## src/rtl/decode_stage.sv

```systemverilog
// decode_stage: MIPS-subset instruction decode with a one-entry holding
// register, a register-file read port, a scoreboard for RAW/WAW hazard
// stalls, and a registered ID/EX bundle.
// Optional build macro DECODE_PERF_EN adds a hazard-stall cycle counter;
// without it stall_cnt is tied to zero.
module decode_stage (
  input  logic        clk,
  input  logic        rst,
  input  logic        if_valid,
  input  logic [31:0] if_instr,
  output logic        if_ready,
  input  logic        wb_valid,
  input  logic [4:0]  wb_dir,
  output logic [4:0]  dir_a,
  output logic [4:0]  dir_b,
  output logic        reg_rd,
  output logic        ex_valid,
  output logic [5:0]  ex_op,
  output logic [5:0]  ex_funct,
  output logic [4:0]  ex_rd,
  output logic [31:0] ex_imm,
  output logic        ex_wr,
  output logic        ex_mem_rd,
  output logic        ex_mem_wr,
  output logic        ex_ill,
  output logic [31:0] stall_cnt
);

  logic [31:0] inst_q;
  logic        inst_v;
  // bit 0 exists only so any 5-bit address indexes cleanly; r0 never gets set
  logic [31:0] busy;
  logic [31:0] busy_nxt;

  logic [5:0]  op;
  logic [4:0]  rs, rt;
  logic        use_a, use_b, mrd, mwr, ill, wr;
  logic [4:0]  dst;
  logic [5:0]  funct;
  logic [31:0] imm;
  logic        blk_a, blk_b, blk_d, hazard, issue;

  assign op = inst_q[31:26];
  assign rs = inst_q[25:21];
  assign rt = inst_q[20:16];

  // field decode of the held instruction
  always_comb begin
    use_a = 1'b0;
    use_b = 1'b0;
    dst   = 5'd0;
    funct = 6'd0;
    imm   = 32'd0;
    mrd   = 1'b0;
    mwr   = 1'b0;
    ill   = 1'b0;
    case (op)
      6'h00: begin
        use_a = 1'b1; use_b = 1'b1;
        dst   = inst_q[15:11];
        funct = inst_q[5:0];
      end
      6'h08, 6'h0A: begin
        use_a = 1'b1; dst = rt;
        imm   = {{16{inst_q[15]}}, inst_q[15:0]};
      end
      6'h0C, 6'h0D: begin
        use_a = 1'b1; dst = rt;
        imm   = {16'h0000, inst_q[15:0]};
      end
      6'h23: begin
        use_a = 1'b1; dst = rt; mrd = 1'b1;
        imm   = {{16{inst_q[15]}}, inst_q[15:0]};
      end
      6'h2B: begin
        use_a = 1'b1; use_b = 1'b1; mwr = 1'b1;
        imm   = {{16{inst_q[15]}}, inst_q[15:0]};
      end
      6'h04: begin
        use_a = 1'b1; use_b = 1'b1;
        imm   = {{16{inst_q[15]}}, inst_q[15:0]};
      end
      default: ill = 1'b1;
    endcase
  end

  // a zero destination means no register write at all
  assign wr = (dst != 5'd0);

  // same-cycle writeback bypasses a source block; WAW has no bypass
  assign blk_a  = use_a && busy[rs] && !(wb_valid && wb_dir == rs);
  assign blk_b  = use_b && busy[rt] && !(wb_valid && wb_dir == rt);
  assign blk_d  = wr && busy[dst];
  assign hazard = blk_a || blk_b || blk_d;
  assign issue  = inst_v && !hazard;

  assign if_ready = !inst_v || issue;
  assign dir_a    = inst_v ? rs : 5'd0;
  assign dir_b    = inst_v ? rt : 5'd0;
  assign reg_rd   = inst_v && (use_a || use_b);

  // scoreboard update: clear on writeback, then set on issue so set wins
  always_comb begin
    busy_nxt = busy;
    if (wb_valid) busy_nxt[wb_dir] = 1'b0;
    if (issue && wr) busy_nxt[dst] = 1'b1;
    busy_nxt[0] = 1'b0;
  end

  // holding register and scoreboard state
  always_ff @(posedge clk) begin
    if (rst) begin
      inst_v <= 1'b0;
      inst_q <= 32'd0;
      busy   <= 32'd0;
    end else begin
      busy <= busy_nxt;
      if (if_valid && if_ready) begin
        inst_v <= 1'b1;
        inst_q <= if_instr;
      end else if (issue) begin
        inst_v <= 1'b0;
      end
    end
  end

  // ID/EX bundle: loaded on issue, zeroed as a bubble otherwise. Illegal
  // opcodes issue with ex_valid=1 and ex_ill=1 so the flag is qualified.
  always_ff @(posedge clk) begin
    if (rst || !issue) begin
      ex_valid  <= 1'b0;
      ex_op     <= 6'd0;
      ex_funct  <= 6'd0;
      ex_rd     <= 5'd0;
      ex_imm    <= 32'd0;
      ex_wr     <= 1'b0;
      ex_mem_rd <= 1'b0;
      ex_mem_wr <= 1'b0;
      ex_ill    <= 1'b0;
    end else begin
      ex_valid  <= 1'b1;
      ex_op     <= op;
      ex_funct  <= funct;
      ex_rd     <= dst;
      ex_imm    <= imm;
      ex_wr     <= wr;
      ex_mem_rd <= mrd;
      ex_mem_wr <= mwr;
      ex_ill    <= ill;
    end
  end

`ifdef DECODE_PERF_EN
  logic [31:0] stall_q;
  // count every cycle a held instruction is blocked by a hazard
  always_ff @(posedge clk) begin
    if (rst) stall_q <= 32'd0;
    else if (inst_v && hazard) stall_q <= stall_q + 32'd1;
  end
  assign stall_cnt = stall_q;
`else
  assign stall_cnt = 32'd0;
`endif

endmodule
```

## config.mk

```make
export PLATFORM = sky130hd
export DESIGN_NAME = decode_stage
export DESIGN_NICKNAME = d
export VERILOG_FILES = /design/src/rtl/decode_stage.sv
export SDC_FILE = /design/constraint.sdc
export NUM_CORES = 1
export LEC_CHECK = 0
export CORE_MARGIN = 5
export CORE_UTILIZATION = 60
export CTS_BUF_LIST = sky130_fd_sc_hd__clkbuf_8
export CTS_CLUSTER_SIZE = 12
export DETAILED_ROUTE_END_ITERATION = 8
export DONT_BUFFER_PORTS = 1
export PLACE_DENSITY_LB_ADDON = 0.1
export SYNTH_ARGS = -nofsm -noshare
export SYNTH_HDL_FRONTEND = slang
export SYNTH_SLANG_ARGS = --single-unit
```

## constraint.sdc

```tcl
create_clock -name clk -period 3.3 [get_ports clk]
set_input_delay 0 -clock clk [delete_from_list [all_inputs] [get_ports clk]]
set_output_delay 0 -clock clk [all_outputs]
set_load 0.05 [all_outputs]
```

Word-level counts from Yosys, hierarchy flattened:

Index checks and enable logic that the tools add are counted.

* register bits after elaboration: 119
* bits in latches: 0
* RAM bits: 0
* ROM bits: 0
* input bits: 41
* output and inout port bits: 98
* word-level logic and storage cells: 88
* memories: 0

* add/subtract/negate cells: 0
* $mul: 0
* divide/modulo/power cells: 0
* magnitude comparators: 6
* equality and inequality tests: 9
* shifts and indexed selects: 0
* muxes and demuxes: 24
* bitwise gates (word level): 4
* reductions and logical operators: 32

Operators with widths (count)
* $mux W32: 2
* $pmux W32 S2: 1
* $and A32 B32 Y32: 1
* $not A32 Y32: 1
* $or A32 B32 Y32: 1
* $eq A6 B4 Y1 const B: 4
* $lt A5 B6 Y1 const B: 4
* $bmux W1 S5: 3
* $logic_and A1 B1 Y1: 13
* $mux W1: 13
* $eq A6 B6 Y1 const B: 2
* $demux W1 S5: 2
* $eq A5 B5 Y1: 2
* $ge A5 B1 Y1 const B: 2
* $mux W5: 2
* $pmux W5 S2: 1
* $reduce_or A5 Y1: 2
* $reduce_or A8 Y1: 1
* $eq A6 B3 Y1 const B: 1
* $logic_not A6 Y1: 1
* $logic_not A1 Y1: 5
* $logic_or A1 B1 Y1: 5
* $reduce_bool A5 Y1: 1
* $reduce_or A2 Y1: 2
* 3 further kinds: 3

Longest topological paths before layout:

* word-level depth: 12
* gate-level depth with buffers: 13
* depth with buffers taken out: 10

Worst setup path after synthesis:

Ideal clock, no wire load.

* path type: register to register
* start: reg inst_q[17]
* end: reg inst_q[10]
* setup time: 72 ps
* arrival time: 2978 ps
* data required time: 3228 ps
* path slack: 251 ps
* cell stages (with the launch flop): 12
* buffers on the path: 3
* period minus slack after synthesis: 3049 ps
* cells stage by stage: dfxtp_1 -> clkbuf_1 -> clkbuf_1 -> mux4_2 -> mux2_2 -> a21oi_1 -> o21ai_0 -> o2bb2ai_1 -> a31o_4 -> a21boi_4 -> buf_6 -> mux2i_1

* longest elaborated chain between the ends: 10
* elaborated cells on any way between the ends: 18
* those cells by class: 1 x eq/ne; 5 x mux; 12 x reduce/logical

Ends and longest elaborated chain
* start: declaration: RTL line 29 `logic [31:0] inst_q;`
* start signal: assignment: RTL line 120 `inst_q <= if_instr;`
* parallel branches: the longest is 5 deep, another holds $pmux W5 S2
* $logic_or A1 B1 Y1 (*): RTL line 94 `assign hazard = blk_a || blk_b || blk_d;`
* $logic_not A1 Y1 (*): RTL line 95 `assign issue = inst_v && !hazard;`
* $logic_and A1 B1 Y1 (*): RTL line 95
* $logic_or A1 B1 Y1 (*): RTL line 97 `assign if_ready = !inst_v || issue;`
* $logic_and A1 B1 Y1 (*): RTL line 118 `if (if_valid && if_ready) begin`

Every way passes the cells marked *. The select of a mux whose other input is x is not followed.
A chain may end at the register's enable or synchronous reset.

Worst setup path after layout:

* start: reg inst_q[28]
* end: reg inst_q[16]

* longest elaborated chain between the ends: 11
* elaborated cells on any way between the ends: 28
* those cells by class: 7 x eq/ne; 5 x mux; 16 x reduce/logical

Ends and longest elaborated chain
* $eq A6 B6 Y1 (tied with other cells): RTL line 57 `case (op)`
* $reduce_or A5 Y1 (no source line) (tied with other cells)
* $pmux W5 S2 / $mux W1 (equally long branches): RTL line 57
* $bmux W1 S5 (tied with other cells): RTL line 93 `assign blk_d = wr && busy[dst];`
* $mux W1 (implied by the code) (tied with other cells): RTL line 93
* $logic_and A1 B1 Y1 / $logic_or A1 B1 Y1 (equally long branches): RTL line 93, 94
* $logic_or A1 B1 Y1 (*): RTL line 94
* $logic_not A1 Y1 (*): RTL line 95
* $logic_and A1 B1 Y1 (*): RTL line 95
* $logic_or A1 B1 Y1 (*): RTL line 97
* $logic_and A1 B1 Y1 (*): RTL line 118

Every way passes the cells marked *; elsewhere a longest branch is shown, timed or not. The select of a mux whose other input is x is not followed.

==> metrics.md <==
| Metric | Value |
|---|---|
| Status | completed |
| RSZ-0062 raised after global routing | false |
| FF-to-FF Start | inst_q[28]$_SDFFE_PP0P_ |
| Crit path from | inst_q[28]$_SDFFE_PP0P_ |
| Share of layout cells above drive strength 1 | 12.8% |
| Mapped Area | 0.00550 mm² |
| Routed length per placed instance | 20.7 µm |
| Iteration-0 DRC count of the detailed router | 330 |
| Finished Core Util | 66.7% |
| Final ANT Viol Nets | 0 |
| Count of distinct cell types in the synthesized netlist | 68 |
| Post-CTS Setup Bufs | 0 |
| Worst slew margin | 24.2% |
| Leakage | 0.00226 µW |
| ANT cells | 0 |
| I/O pin count | 139 |
| Final Hold Fails | 0 |
| Adder-cell share of the synthesized area | 0% |
| Drt via density | 6.20 |
| Storage element area | 0.00207 mm² |
| H-tree depth | 3 |
| Final worst slack | 0.175 ns |
| CP max-delay cell | dfxtp_1 |
| CP startpoint kind | flop |
| Area occupied by multi-input gates | 0.00291 mm² |
| CP endpoint kind | flop |
| First-pass GRT wire length | 24200 µm |
| Tot GR Track Use | 27.4% |
| Initial Utilization | 60.4% |
| Placer congestion estimate | 0.992 |
| Syn Area/Cell | 9.03 µm² |
| Clock-pin slew on the worst setup and hold paths | 0.11 ns |
| Max rail drop VDD | 221 µV |
| Final Max Slew Viols | 0 |
| Die Wd | 106 µm |
| Vias in the first global route | 4553 |
| CP max FO | 22 |
| Number of cell rows | 35 |
| FMAX | 320 MHz |
| Max Clock Skew | 0.0122 ns |
| Cell Chain, Critical Path | mux2i_1 -> a22o_1 -> buf_4 -> a32oi_1 -> or2_2 -> o32a_1 -> a31o_4 -> a21boi_4 -> buf_12 -> mux2i_1 |
| Met3 Use GR | 5.33% |
| Cell family with most CP delay | compound AO/OA/AOI/OAI gates |
| # port buffers | 0 |
| Post-synth ARST share | 0% |
| Busiest layer in global routing | met2 |
| CP max stage delay | 0.46 ns |
| Worst path required time | 3.60 ns |
| Final Setup Violations | 0 |
| Final Cycle Share | 94.7% |
| Total CTS buffers | 9 |
| DRT Wirelength | 15400 µm |
| Slew @ Worst Pin | 1.13 ns |
| Most frequent cells in the layout | dfxtp_1, nand2_1, dlygate4sd3_1 |
| Dpl cells | 683 |
| Core footprint | 0.00911 mm² |
| Via count | 4604 |
| Sequential element share of the synthesized area | 37.5% |
| Syn. warnings | 0 |
| Post-Synth Simple-Gate Area | 18.5% |
| M2 GR Usage | 45.6% |
| Largest net degree at the start of global routing | 70 |
| Clock Tree Root | clkbuf_8 |
| #FFs+latches synth | 103 |
| Flop-to-flop setup slack | 0.17 ns |
| Compound-cell area share of the yosys netlist | 18.1% |
| Most used DFF post-synth | dfxtp_1 |
| Non-filler instance count after layout | 743 |
| CTS max path bufs | 2 |
| Dpl ws | 0.173 ns |
| Crit path DAT | 3.43 ns |
| Largest family of logic cells by synthesized area | simple AND/OR/NAND/NOR gates |
| Drt pass-1 iters | 5 |
| WP buf/inv | 2 |
| CP dominant cell by count | mux2i_1 |
| Mux share of post-synthesis cell area | 12.0% |
| Synth Area in XOR/XNOR | 1.59% |
| Post-route DRC | 0 |
| CTS tree | yes |
| Worst Hold Launch | wb_dir[0] |
| Setup CP Type | flop to flop |
| Worst Hold Class | input pin to flop |
| Sink Count | 103 |
| Initial antenna violation count | 0 |
| DP HPWL | 10900 µm |
| Leading cell type in the layout, fill and taps excluded | dfxtp_1 |
| Mapped Cells | 609 |
| Cell Pwr Density | 446 mW/mm² |
| Gr ovfl total | 0 |
| Layout area overhead | 10.4% |
| Min Tclk post-route | 3.13 ns |
| Die H | 106 µm |
| Worst skew pair latency | 0.38 ns |
| Die area | 0.0112 mm² |
| NumNets Final | 668 |
| Final TNS setup | 0 ns |
| Post-synth EDFFs | 0 |
| Fillers | 749 |
| Total of max-cap violations | 0 |
| M1 GR Usage | 33.7% |
## through the flow
stage | total power [µW] | hold WS, ns | instance area (µm²)
after floorplan | 1810 | 0.142 | 5620
after global placement | 1860 | 0.0793 | 5400
after detailed placement | 1870 | 0.0812 | 5400
after CTS | 2700 | 0.00239 | 6040
after global routing | 2810 | 0.0225 | 6070
final | 2710 | 0.00460 | 6070
## worst register-to-register path, cell delays in order (launching register included)
cell	delay, ns
dfxtp_1	0.46
mux2i_1	0.36
a22o_1	0.26
buf_4	0.18
a32oi_1	0.12
or2_2	0.36
o32a_1	0.37
a31o_4	0.28
a21boi_4	0.20
buf_12	0.21
mux2i_1	0.25
## cell type report
cell class	instances	area share (%)
Tap cell	111	2.29
Sequential cell	103	34.0
Clock buffer	9	2.04
Inverter	22	1.36
Timing Repair Buffer	69	11.1
Clock inverter	7	1.26
Multi-Input combinational cell	422	47.9
## power by group
part / switching (µW) / internal, µW
registers: 87.0 / 1280
clock network: 502 / 300
logic: 348 / 192
## kinds of logic after synthesis
group | after synthesis
and+or+nand+nor | 197
AOI/OAI and AO/OA | 136
buffers and inverters | 115
muxes | 47
xor gates and xnor gates | 10
DFF | 103
other | 1
## sequential cells by signal (all words and copies together) (netlist names), 5 cells and up
signal and flops:
ex_imm 17, busy 31, ex_funct 6, ex_rd 5, inst_q 32, ex_op 6
## repair_timing
| action | CTS | global route |
|---|---|---|
| setup endpoints to repair | 0 | 72 |
| endpoints found under the hold margin | 67 | 0 |
| hold buffers | 44 | 0 |
| gates resized for setup | 0 | 6 |
## synth_stat cells (all sizes together), types with 11 or more instances
cell / n / area share (%)
o31ai: 13 / 1.8
nand3: 17 / 1.6
o211ai: 17 / 2.3
mux4: 15 / 6.1
o21ai: 35 / 3.2
clkbuf: 28 / 1.9
inv: 22 / 1.5
nand2: 69 / 4.7
o2111ai: 11 / 1.8
a21oi: 14 / 1.3
dfxtp: 103 / 37
and2: 32 / 3.6
nor3: 14 / 1.4
nor2: 25 / 1.8
mux2i: 29 / 5.3
buf: 65 / 8.8
## final timing paths
check                            end  depth (start not counted)
max          inst_q[16]$_SDFFE_PP0P_                         10
min reg2reg   inst_q[9]$_SDFFE_PP0P_                          2
min               busy[5]$_SDFF_PP0_                          4
max reg2reg  inst_q[16]$_SDFFE_PP0P_                         10
## routing by layer
layer	part of all wire [%]	up-vias	routed length, µm
met3	8.6	57	1330
met4	4.5	0	690
li1	-	2140	-
met2	47	221	7280
met1	40	2186	6070
met5	0	-	0
Power figures use the tool's default switching activity.
